File: src/rtl/wb_arbiter_stage.sv
// wb_arbiter_stage: merges N_CH independent writeback result channels into the
// single register-file write port. Each channel selects its result on entry,
// buffers {rd, result} in a small FIFO, and an arbiter drains one entry per cycle
// into registered reg_write_out / rd_out / result_out.
// Build option: define WB_ARB_RR_EN for round-robin arbitration; when undefined
// the arbiter is fixed priority (lowest channel index wins).
// result_src_e is 3 bits wide; encodings 4..7 are illegal and select 0.

package wb_arbiter_pkg;
    localparam int RSRC_BITS = 3;

    typedef enum logic [RSRC_BITS-1:0] {
        FROM_ALU     = 3'd0,
        FROM_CACHE   = 3'd1,
        FROM_PC_NEXT = 3'd2,
        FROM_AUIPC   = 3'd3
    } result_src_e;
endpackage

module wb_arbiter_stage
    import wb_arbiter_pkg::*;
#(
    parameter int XLEN       = 32,
    parameter int REG_BITS   = 5,
    parameter int N_CH       = 2,
    parameter int FIFO_DEPTH = 2
) (
    input  logic                      clk,
    input  logic                      reset,
    input  logic                      flush_in,
    input  logic [N_CH-1:0]           valid_in,
    output logic [N_CH-1:0]           ready_out,
    input  logic [N_CH*XLEN-1:0]      alu_res_in,
    input  logic [N_CH*XLEN-1:0]      read_data_in,
    input  logic [N_CH*XLEN-1:0]      pc_plus4_in,
    input  logic [N_CH*XLEN-1:0]      pc_delta_in,
    input  logic [N_CH*RSRC_BITS-1:0] result_src_in,
    input  logic [N_CH*REG_BITS-1:0]  rd_in,
    input  logic [N_CH-1:0]           reg_write_in,
    output logic                      reg_write_out,
    output logic [REG_BITS-1:0]       rd_out,
    output logic [XLEN-1:0]           result_out,
    output logic                      busy_out
);
    localparam int CNT_W = $clog2(FIFO_DEPTH + 1);
    localparam int PTR_W = (FIFO_DEPTH > 1) ? $clog2(FIFO_DEPTH) : 1;
    localparam int CH_W  = (N_CH > 1) ? $clog2(N_CH) : 1;
    localparam int ENT_W = REG_BITS + XLEN;

    logic [ENT_W-1:0]    fifo_mem_r [N_CH][FIFO_DEPTH];
    logic [PTR_W-1:0]    wr_ptr_r   [N_CH];
    logic [PTR_W-1:0]    rd_ptr_r   [N_CH];
    logic [CNT_W-1:0]    count_r    [N_CH];
    logic [ENT_W-1:0]    push_data_s[N_CH];
    logic [N_CH-1:0]     ready_s;
    logic [N_CH-1:0]     nonempty_s;
    logic [N_CH-1:0]     push_s;
    logic [N_CH-1:0]     pop_s;
    logic                grant_valid_s;
    logic [CH_W-1:0]     grant_idx_s;
    logic [ENT_W-1:0]    head_s;
    logic                reg_write_r;
    logic [REG_BITS-1:0] rd_r;
    logic [XLEN-1:0]     result_r;

    // Per-channel result mux applied at the channel boundary.
    function automatic logic [XLEN-1:0] select_result(
        input logic [RSRC_BITS-1:0] src,
        input logic [XLEN-1:0]      alu_res,
        input logic [XLEN-1:0]      read_data,
        input logic [XLEN-1:0]      pc_plus4,
        input logic [XLEN-1:0]      pc_delta
    );
        logic [XLEN-1:0] res;
        case (src)
            FROM_ALU:     res = alu_res;
            FROM_CACHE:   res = read_data;
            FROM_PC_NEXT: res = pc_plus4;
            FROM_AUIPC:   res = pc_delta;
            default:      res = {XLEN{1'b0}};
        endcase
        return res;
    endfunction

    // Circular pointer advance modulo FIFO_DEPTH.
    function automatic logic [PTR_W-1:0] next_ptr(input logic [PTR_W-1:0] ptr);
        logic [PTR_W-1:0] nxt;
        if (ptr == PTR_W'(FIFO_DEPTH - 1)) begin
            nxt = {PTR_W{1'b0}};
        end else begin
            nxt = ptr + PTR_W'(1);
        end
        return nxt;
    endfunction

    // Channel status from registered counts, plus push qualification and entry data.
    always_comb begin
        for (int c = 0; c < N_CH; c++) begin
            ready_s[c]     = (count_r[c] < CNT_W'(FIFO_DEPTH));
            nonempty_s[c]  = (count_r[c] != {CNT_W{1'b0}});
            push_s[c]      = valid_in[c] & ready_s[c] & reg_write_in[c]
                           & (rd_in[c*REG_BITS +: REG_BITS] != {REG_BITS{1'b0}})
                           & ~flush_in & ~reset;
            push_data_s[c] = {rd_in[c*REG_BITS +: REG_BITS],
                              select_result(result_src_in[c*RSRC_BITS +: RSRC_BITS],
                                            alu_res_in[c*XLEN +: XLEN],
                                            read_data_in[c*XLEN +: XLEN],
                                            pc_plus4_in[c*XLEN +: XLEN],
                                            pc_delta_in[c*XLEN +: XLEN])};
        end
    end

`ifdef WB_ARB_RR_EN
    logic [CH_W-1:0] last_grant_r;

    // Round-robin search starting one past the last granted channel.
    always_comb begin
        logic [CH_W-1:0] cand;
        cand          = {CH_W{1'b0}};
        grant_valid_s = 1'b0;
        grant_idx_s   = {CH_W{1'b0}};
        for (int i = 0; i < N_CH; i++) begin
            cand = CH_W'((int'(last_grant_r) + 1 + i) % N_CH);
            if (!grant_valid_s && nonempty_s[cand]) begin
                grant_valid_s = 1'b1;
                grant_idx_s   = cand;
            end else begin
                grant_valid_s = grant_valid_s;
            end
        end
    end

    // last_grant moves only on a real grant; flush leaves it alone, reset points it at N_CH-1.
    always_ff @(posedge clk) begin
        if (reset) begin
            last_grant_r <= CH_W'(N_CH - 1);
        end else if (flush_in) begin
            last_grant_r <= last_grant_r;
        end else if (grant_valid_s) begin
            last_grant_r <= grant_idx_s;
        end else begin
            last_grant_r <= last_grant_r;
        end
    end
`else
    // Fixed priority: lowest non-empty channel index wins.
    always_comb begin
        grant_valid_s = 1'b0;
        grant_idx_s   = {CH_W{1'b0}};
        for (int i = 0; i < N_CH; i++) begin
            if (!grant_valid_s && nonempty_s[i]) begin
                grant_valid_s = 1'b1;
                grant_idx_s   = CH_W'(i);
            end else begin
                grant_valid_s = grant_valid_s;
            end
        end
    end
`endif

    // Pop strobes for the granted channel and its head entry.
    always_comb begin
        for (int c = 0; c < N_CH; c++) begin
            pop_s[c] = grant_valid_s & (grant_idx_s == CH_W'(c)) & ~flush_in & ~reset;
        end
        head_s = fifo_mem_r[grant_idx_s][rd_ptr_r[grant_idx_s]];
    end

    // FIFO storage write; contents need no reset because counts gate visibility.
    always_ff @(posedge clk) begin
        for (int c = 0; c < N_CH; c++) begin
            if (push_s[c]) begin
                fifo_mem_r[c][wr_ptr_r[c]] <= push_data_s[c];
            end
        end
    end

    // FIFO pointers and occupancy; simultaneous push and pop keeps the count.
    always_ff @(posedge clk) begin
        for (int c = 0; c < N_CH; c++) begin
            if (reset || flush_in) begin
                wr_ptr_r[c] <= {PTR_W{1'b0}};
                rd_ptr_r[c] <= {PTR_W{1'b0}};
                count_r[c]  <= {CNT_W{1'b0}};
            end else begin
                if (push_s[c]) begin
                    wr_ptr_r[c] <= next_ptr(wr_ptr_r[c]);
                end
                if (pop_s[c]) begin
                    rd_ptr_r[c] <= next_ptr(rd_ptr_r[c]);
                end
                case ({push_s[c], pop_s[c]})
                    2'b10:   count_r[c] <= count_r[c] + CNT_W'(1);
                    2'b01:   count_r[c] <= count_r[c] - CNT_W'(1);
                    default: count_r[c] <= count_r[c];
                endcase
            end
        end
    end

    // Output register: load the granted head, otherwise drop the write enable and hold data.
    always_ff @(posedge clk) begin
        if (reset || flush_in) begin
            reg_write_r <= 1'b0;
            rd_r        <= {REG_BITS{1'b0}};
            result_r    <= {XLEN{1'b0}};
        end else if (grant_valid_s) begin
            reg_write_r <= 1'b1;
            rd_r        <= head_s[ENT_W-1 -: REG_BITS];
            result_r    <= head_s[XLEN-1:0];
        end else begin
            reg_write_r <= 1'b0;
        end
    end

    assign ready_out     = ready_s;
    assign reg_write_out = reg_write_r;
    assign rd_out        = rd_r;
    assign result_out    = result_r;
    assign busy_out      = (|nonempty_s) | reg_write_r;

endmodule

File: config.mk
export PLATFORM = sky130hd
export DESIGN_NAME = wb_arbiter_stage
export DESIGN_NICKNAME = d
export VERILOG_FILES = /design/src/rtl/wb_arbiter_stage.sv
export SDC_FILE = /design/constraint.sdc
export NUM_CORES = 1
export LEC_CHECK = 0
export ABC_CLOCK_PERIOD_IN_PS = 5600
export BUFFER_PORTS_ARGS = -buffer_cell sky130_fd_sc_hd__buf_2
export CELL_PAD_IN_SITES_DETAIL_PLACEMENT = 1
export CELL_PAD_IN_SITES_GLOBAL_PLACEMENT = 1
export CORE_AREA = 5 5 157 159
export CTS_CLUSTER_SIZE = 14
export DETAILED_ROUTE_END_ITERATION = 10
export DIE_AREA = 0 0 162 164
export GPL_TIMING_DRIVEN = 0
export HOLD_SLACK_MARGIN = 0.1
export PLACE_DENSITY = 0.8
export SYNTH_ARGS = -nofsm -noshare
export SYNTH_HDL_FRONTEND = slang
export SYNTH_SLANG_ARGS = --single-unit
File: constraint.sdc
create_clock -name clk -period 5.6 [get_ports clk]
set_input_delay 1.4 -clock clk [delete_from_list [all_inputs] [get_ports clk]]
set_output_delay 1.4 -clock clk [all_outputs]
set_load 0.05 [all_outputs]
==> results of run 1 <==
cell usage after synthesis (all sizes together):
master     n  area share (%)
a211o      1           0.094
a211oi     1           0.081
a21oi      1           0.094
a311oi     1           0.094
a32o      37             4.5
and3       1           0.067
buf       36             2.6
clkbuf    10            0.40
dfxtp     38             8.2
edfxtp   156              50
ha         3            0.40
inv        6            0.24
mux2       2            0.24
mux2i     74             7.9
mux4      64              15
nand2     82             3.3
nand2b     1           0.067
nor2      10            0.40
nor2b     65             4.4
nor3       6            0.44
o2111ai    1            0.16
o211ai     2            0.16
o21a       1           0.081
o21ai      2            0.15
or2        1           0.067
or3        2            0.15
or4        1           0.081
cell type report:
| class | instances | area [um^2] |
|---|---|---|
| buffer | 46 | 275.3 |
| clock inverter | 11 | 81.33 |
| timing repair buffer | 321 | 1655 |
| inverter | 6 | 22.52 |
| antenna | 1 | 2.502 |
| clock buffer | 21 | 440.4 |
| sequential | 194 | 5445 |
| fill | 2422 | 11240 |
| tap | 290 | 362.8 |
| multi-input combinational | 359 | 3598 |
registers in the layout, summed over array words and instances, names as in the netlist:
name / flops
reg_write_out: 1
rd_ptr_r: 2
count_r: 4
result_out: 32
fifo_mem_r: 148
rd_out: 5
wr_ptr_r: 2
critical path: cells and delay by family, from the launching register on:
| family | cells | cell delay (ns) |
|---|---|---|
| simple gates | 2 | 0.61 |
| buf+inv | 2 | 0.33 |
| fa+ha+maj | 1 | 0.43 |
| flops | 1 | 0.38 |
cells by family (layout without fill, tap and decap cells):
| kind of cell | after synthesis | in the layout | synth area share, % |
|---|---|---|---|
| flip-flops | 194 | 194 | 58.42 |
| adder cells (fa/ha/maj) | 3 | 3 | 0.4028 |
| buffers and inverters | 52 | 405 | 3.195 |
| other | 0 | 1 | 0 |
| AND/OR/NAND/NOR | 169 | 169 | 8.941 |
| AO/OA/AOI/OAI | 47 | 47 | 5.383 |
| multiplexers | 140 | 140 | 23.65 |
where the power goes:
group / total, uW / switching [uW] / internal, uW / leakage (uW)
clock network: 1100 / 533 / 571 / 0.000248
registers: 1630 / 22.9 / 1600 / 0.00175
logic: 581 / 318 / 262 / 0.00287
routing by layer:
metal	GRT usage, %	wire [um]
met4	6.305	461
met2	36.66	14490
met5	0	0
met1	22.60	10050
met3	5.320	1747
per-stage QoR:
step / power (uW) / utilization [%]
after floorplan: 2021 / -
after detailed placement: 2243 / 49.13
after CTS: 3341 / 51.39
after global placement: 2222 / 48.72
final: 3310 / 51.40
after global routing: 3443 / 51.40
worst max path at each step:
stage	endpoint	depth (start not counted)
detailed placement	fifo_mem_r[1][60]	7
global placement	fifo_mem_r[1][61]	4
CTS	busy_out	5
finish	busy_out	5
floorplan	fifo_mem_r[1][37]	3
global route	busy_out	5
==> reports/results.ini, run 1 <==
[clock_network]
cts_max_level=4
clock_sinks=194
clock-root-buffer=clkbuf_16
hold_buffers=0
post_cts_buffers=0
cts_tree=built
cts_made_buffers=17
clk_path_buf_depth=2
clk-insertion-delay-late_ns=0.44
clk_pin_slew_ns=0.07
cts_resized=0

[yosys]
ys_seq_elements=194
syn_nets=887
yosysWarnings=0
synth_area_per_cell_um2=15.41
yosysSeqAreaShare_pct=58.42
synthesis.area_um2=9320
syn_inst=605
ys_types=33

[setup_path]
cp-start-kind=register
crit_start=count_r[0][1]
worstSetupEndpointType=primary output
critPathMaxStageDelay_ns=0.43
worstReg2RegStart=count_r[1][1]
worst_r2r_path_depth=6
cp.required_ns=4.20
worst_r2r_endpoint=fifo_mem_r[1][62]
rrSetupSlack_ns=3.10
critical_path.max_fanout=8
critPathSlowestCell=ha_1
path_cells=inv_1 > ha_1 > nand2b_1 > or3_1 > buf_2
critical_path_class=register to primary output
crit_arrival_ns=2.20

[outcome]
status=finished clean

[global_routing]
gr-total-overflow=0
grt_pass1_wl_um=39700
grt_start_max_net_pins=38
antenna_found_initial=2
grtUsageTotal_pct=19.93
grt_pass1_vias=7418

[timing]
slew-limit-headroom_pct=31.80
fin_crit_ns=3.597
hold_violations=0
setup_viol=0
clock_skew_ns=0.009562
tightest_slew_ns=1.017
fin_ws_ns=2.003
fmax_ghz=0.2780
tns_ns=0
drv_slew=0
period_share_pct=64.23
rsz0062_at_grt=no
holdWs_ns=0.4749

[min_path]
hold_depth=1
min_to=rd_out[1]
hp-start=rd_out[1]
min_path_type=register to register

[layout]
instances_no_fill=1249
mostFrequentLayoutCells=332 x buf_2, 156 x edfxtp_1, 82 x nand2_1, 74 x mux2i_1, 65 x nor2b_1
area.growth.synth_to_final_pct=27.51
drive_gt1_share_pct=51.57
nets=1227
mostFrequentLayoutCell=buf_2
final_area_um2=11880

[floorplan]
die-area_um2=26570
core-area_um2=23120
io_pins=320
die_w_um=162
rows=56
die_h_um=164
initial_core_util_pct=40.31

[place]
dp.cells=1216
place_hpwl_um=21660
io_buffers=316
place_area_um2=11360
place_ws_ns=1.945
gp_congestion=0.7878

[detailed_routing]
ant_nets=0
wirelength_um=26760
drtPass1Iterations=4
vias=6591
routed_via_density=5.277
drt_iter0_drc=316
route.detailed.drc=0
wl_per_cell_um=21.42

[power]
vdd_ir_drop_max_mv=0.1535
power_density_nw_per_um2=278.5
power_leakage_uw=0.004868

[run]
max-cap-violations=0

No activity file was read; power rests on OpenSTA's default activity.
==> run 2, diff against run 1 <==
--- a/config.mk
+++ b/config.mk
@@ -5,7 +5,7 @@
 export SDC_FILE = /design/constraint.sdc
 export NUM_CORES = 1
 export LEC_CHECK = 0
-export ABC_CLOCK_PERIOD_IN_PS = 5600
+export ABC_CLOCK_PERIOD_IN_PS = 3520
 export BUFFER_PORTS_ARGS = -buffer_cell sky130_fd_sc_hd__buf_2
 export CELL_PAD_IN_SITES_DETAIL_PLACEMENT = 1
 export CELL_PAD_IN_SITES_GLOBAL_PLACEMENT = 1
==> constraint.sdc (replaced) <==
create_clock -name clk -period 3.52 [get_ports clk]
set_input_delay 0.88 -clock clk [delete_from_list [all_inputs] [get_ports clk]]
set_output_delay 0.88 -clock clk [all_outputs]
set_load 0.05 [all_outputs]
==> run 2 against run 1 <==
Against the previous run: sequential share of layout area is 0.19 points lower; total power is 61% higher; hold slack worse by 0.0037 ns; setup slack worse by 1.5 ns; cell count hardly changed.
==> reports/results.ini, run 2 (same netlist as run 1, synthesis figures left out) <==
[global_routing]
grtUsageTotal_pct=20.01
grt.met2_usage_pct=37.33
grt_pass1_wl_um=39820
use_met3_pct=4.893
gr-total-overflow=0
top_usage_layer=met2
grt_start_max_net_pins=38
grt_pass1_vias=7478
antenna_found_initial=1
grt_util_met1_pct=22.80

[timing]
clock_skew_ns=0.008660
slew-limit-headroom_pct=37.98
fin_crit_ns=3.056
drv_slew=0
fmax_ghz=0.3272
tightest_slew_ns=0.9304
setup_viol=0
hold_violations=0
fin_ws_ns=0.4640
period_share_pct=86.82
rsz0062_at_grt=no

[layout]
largest_reg_flops=148
mostFrequentLayoutCells=332 x buf_2, 156 x edfxtp_1, 82 x nand2_1, 74 x mux2i_1, 65 x nor2b_1
mostFrequentLayoutCell=buf_2
multi_input_area_um2=3605
area.growth.synth_to_final_pct=28.03
num-fill-cells=2422
ff_latch_area_um2=5445
drive_gt1_share_pct=51.41
nets=1226

[power]
power_density_nw_per_um2=445.6
power_leakage_uw=0.004887
p_total_uw=5317
vdd_ir_drop_max_mv=0.2559

[clock_network]
clk-insertion-delay-late_ns=0.42
clock_sinks=194
clock-root-buffer=clkbuf_16
post_cts_buffers=0
clk_path_buf_depth=2
cts_max_level=4
clk_pin_slew_ns=0.07
cts_resized=0
cts_made_buffers=17
hold_buffers=0
cts_tree=built

[setup_path]
critical_path.max_fanout=8
crit_arrival_ns=2.18
cp.required_ns=2.64
worstSetupEndpointType=primary output
critical_path_class=register to primary output
cp-start-kind=register

[min_path]
min_path_type=register to register

[floorplan]
io_pins=320
die_h_um=164
core-area_um2=23120
rows=56
initial_core_util_pct=40.31
die_w_um=162
die-area_um2=26570

[detailed_routing]
wl_per_cell_um=21.53
vias=6577
wirelength_um=26870
route.detailed.drc=0
drt_iter0_drc=313
routed_via_density=5.270
drtPass1Iterations=4
ant_nets=0

[run]
max-cap-violations=0

[place]
io_buffers=316
place_hpwl_um=21540
gp_congestion=0.8082
place_ws_ns=0.4372

[outcome]
status=finished clean

==> run 2: critical path, cell delays in order, from the launching register on <==
cell	delay, ns
edfxtp_1	0.39
inv_1	0.12
ha_1	0.44
nand2b_1	0.21
or3_1	0.37
buf_2	0.23
==> run 2: worst paths after layout <==
kind	startpoint	end	slack [ns]	cells after the start
setup / recovery	count_r[0][1]	busy_out	0.46	5
hold / removal	result_out[31]	result_out[31]	0.47	1
setup reg to reg	count_r[1][1]	fifo_mem_r[1][16]	1.28	3
hold reg to reg	result_out[31]	result_out[31]	0.47	1
==> run 2: per-layer routing <==
layer / share of wire [%] / routed length [um] / vias to the layer above
li1: - / - / 3042
met1: 38 / 10170 / 3298
met2: 54 / 14640 / 214
met3: 6.2 / 1670 / 23
met4: 1.5 / 397 / 0
met5: 0 / 0 / -
==> run 2: area by class of cell <==
| cell class | count | share of cell area (%) |
|---|---|---|
| inverters | 6 | 0.1887 |
| clock inverters | 14 | 0.9542 |
| flip-flops and latches | 194 | 45.63 |
| diodes | 1 | 0.02097 |
| well taps | 290 | 3.041 |
| plain buffers | 46 | 2.307 |
| multi-input cells | 359 | 30.21 |
| clock buffers | 18 | 3.597 |
| repair buffers | 320 | 14.05 |
==> run 2: per-stage QoR <==
step           instance area [um^2]  util, %  std cells  hold WS, ns  TNS (ns)
2_1_floorplan                  9325        -        605       0.5388         0
3_3_place_gp                  11270    48.74       1211       0.4477   -117.61
3_5_place_dp                  11390    49.25       1215       0.4559         0
4_1_cts                       11930    51.60       1247       0.4714         0
5_1_grt                       11930    51.60       1247       0.4922         0
6_report                      11930    51.61       1248       0.4712         0
==> run 2: power breakdown <==
group,switching (uW),internal [uW],total (uW)
Sequential,36.1,2550,2590
Clock,833,972,1800
Combinational,508,419,927
Total,1380,3940,5320
==> run 3, diff against run 2 <==
--- a/config.mk
+++ b/config.mk
@@ -10,6 +10,7 @@
 export CELL_PAD_IN_SITES_DETAIL_PLACEMENT = 1
 export CELL_PAD_IN_SITES_GLOBAL_PLACEMENT = 1
 export CORE_AREA = 5 5 157 159
+export CTS_BUF_LIST = sky130_fd_sc_hd__clkbuf_16
 export CTS_CLUSTER_SIZE = 14
 export DETAILED_ROUTE_END_ITERATION = 10
 export DIE_AREA = 0 0 162 164
==> constraint.sdc (replaced) <==
create_clock -name clk -period 3.52 [get_ports clk]
set_input_delay 0.88 -clock clk [delete_from_list [all_inputs] [get_ports clk]]
set_output_delay 0.88 -clock clk [all_outputs]
set_load 0.1 [all_outputs]
==> run 3 against run 2 <==
Against the previous run: clock skew shrank 0.0010 ns; total power is 2.5% higher; core utilization is the same; non-clock buffer count stayed put; sequential cell count unchanged; count of clock-buffer cells in the layout decreased by 1; global-route usage unchanged; first-iteration DRC count shrank 3.2%; setup slack got worse by 0.087 ns; cell count did not move; routed wire length hardly changed; critical path type unchanged; critical endpoint unchanged.
==> reports/results.ini, run 3 (same netlist as run 1, synthesis figures left out) <==
[setup_path]
critical_path.max_fanout=8
crit_start=count_r[0][1]
cp-start-kind=register
worstSetupEndpointType=primary output
crit_arrival_ns=2.26
cp.required_ns=2.64
worst_r2r_path_depth=3
critical_path_class=register to primary output
worstReg2RegStart=count_r[1][1]

[clock_network]
cts_resized=0
clk_path_buf_depth=2
clock_sinks=194
cts_made_buffers=17
cts_tree=built
post_cts_buffers=0
cts_max_level=4
clock-root-buffer=clkbuf_16
clk_pin_slew_ns=0.07
hold_buffers=0
clk-insertion-delay-late_ns=0.42

[layout]
utilization_pct=51.61
largest_reg_flops=148
area.growth.synth_to_final_pct=28.03
nets=1226
mostFrequentLayoutCell=buf_2
num-fill-cells=2422
drive_gt1_share_pct=51.41
instances_no_fill=1248
mostFrequentLayoutCells=332 x buf_2, 156 x edfxtp_1, 82 x nand2_1, 74 x mux2i_1, 65 x nor2b_1

[global_routing]
gr-total-overflow=0
grt_pass1_vias=7478
antenna_found_initial=1
grt_start_max_net_pins=38
grtUsageTotal_pct=20.01
grt_pass1_wl_um=39820

[min_path]
min_path_type=register to register
hp-start=result_out[31]
hold_depth=1

[power]
power_leakage_uw=0.004891
power_density_nw_per_um2=456.7
vdd_ir_drop_max_mv=0.2558

[outcome]
status=finished clean

[floorplan]
io_pins=320
die-area_um2=26570
rows=56
initial_core_util_pct=40.31
die_h_um=164
die_w_um=162
core-area_um2=23120

[timing]
rsz0062_at_grt=no
slew-limit-headroom_pct=38.19
clock_skew_ns=0.007654
hold_violations=0
fin_crit_ns=3.143
holdWs_ns=0.4714
setup_viol=0
fmax_ghz=0.3182
period_share_pct=89.28
tightest_slew_ns=0.9271
drv_slew=0

[detailed_routing]
route.detailed.drc=0
drtPass1Iterations=4
vias=6585
routed_via_density=5.276
wirelength_um=26860
ant_nets=0
wl_per_cell_um=21.52
drt_iter0_drc=303

[place]
io_buffers=316
gp_congestion=0.8082
place_hpwl_um=21540
dp.cells=1215

[run]
max-cap-violations=0

-- run 3: critical path, stage by stage, from the launching register on --
cell and delay [ns]:
edfxtp_1 0.39, inv_1 0.12, ha_1 0.44, nand2b_1 0.21, or3_1 0.37, buf_2 0.31
-- run 3: metal layers --
metal | GRT usage, % | share of wire, %
met1 | 22.80 | 38
met2 | 37.33 | 55
met3 | 4.893 | 6.2
met4 | 5.767 | 1.5
met5 | 0 | 0
-- run 3: path summary, 6_finish.rpt --
path	slack [ns]	to
max	0.38	busy_out
min	0.47	result_out[31]
max reg2reg	1.28	fifo_mem_r[1][16]
min reg2reg	0.47	result_out[31]
-- run 3: area by class of cell --
| class | instances | area [um^2] | area share, % |
|---|---|---|---|
| buffer | 46 | 275.3 | 2.307 |
| multi-input combinational | 359 | 3605 | 30.21 |
| clock inverter | 15 | 117.6 | 0.9856 |
| tap | 290 | 362.8 | 3.041 |
| sequential | 194 | 5445 | 45.63 |
| antenna | 1 | 2.502 | 0.02097 |
| inverter | 6 | 22.52 | 0.1887 |
| timing repair buffer | 320 | 1677 | 14.05 |
| clock buffer | 17 | 425.4 | 3.565 |
-- run 3: metrics by stage --
stage               power [uW]  cell area (um^2)  TNS [ns]  setup WS (ns)
CTS                       5502             11930         0         0.3874
detailed placement        3707             11390         0         0.4372
finish                    5450             11930         0         0.3772
floorplan                 3351              9325         0        0.02166
global route              5665             11930         0         0.3229
global placement          3671             11270   -117.61         -1.332
-- run 3: report_power, final --
part	leakage [uW]	total (uW)	switching (uW)	internal (uW)
logic	0.00287	1060	645	418
clock network	0.000265	1800	833	969
registers	0.00175	2590	36.0	2550
total	0.00489	5450	1510	3940
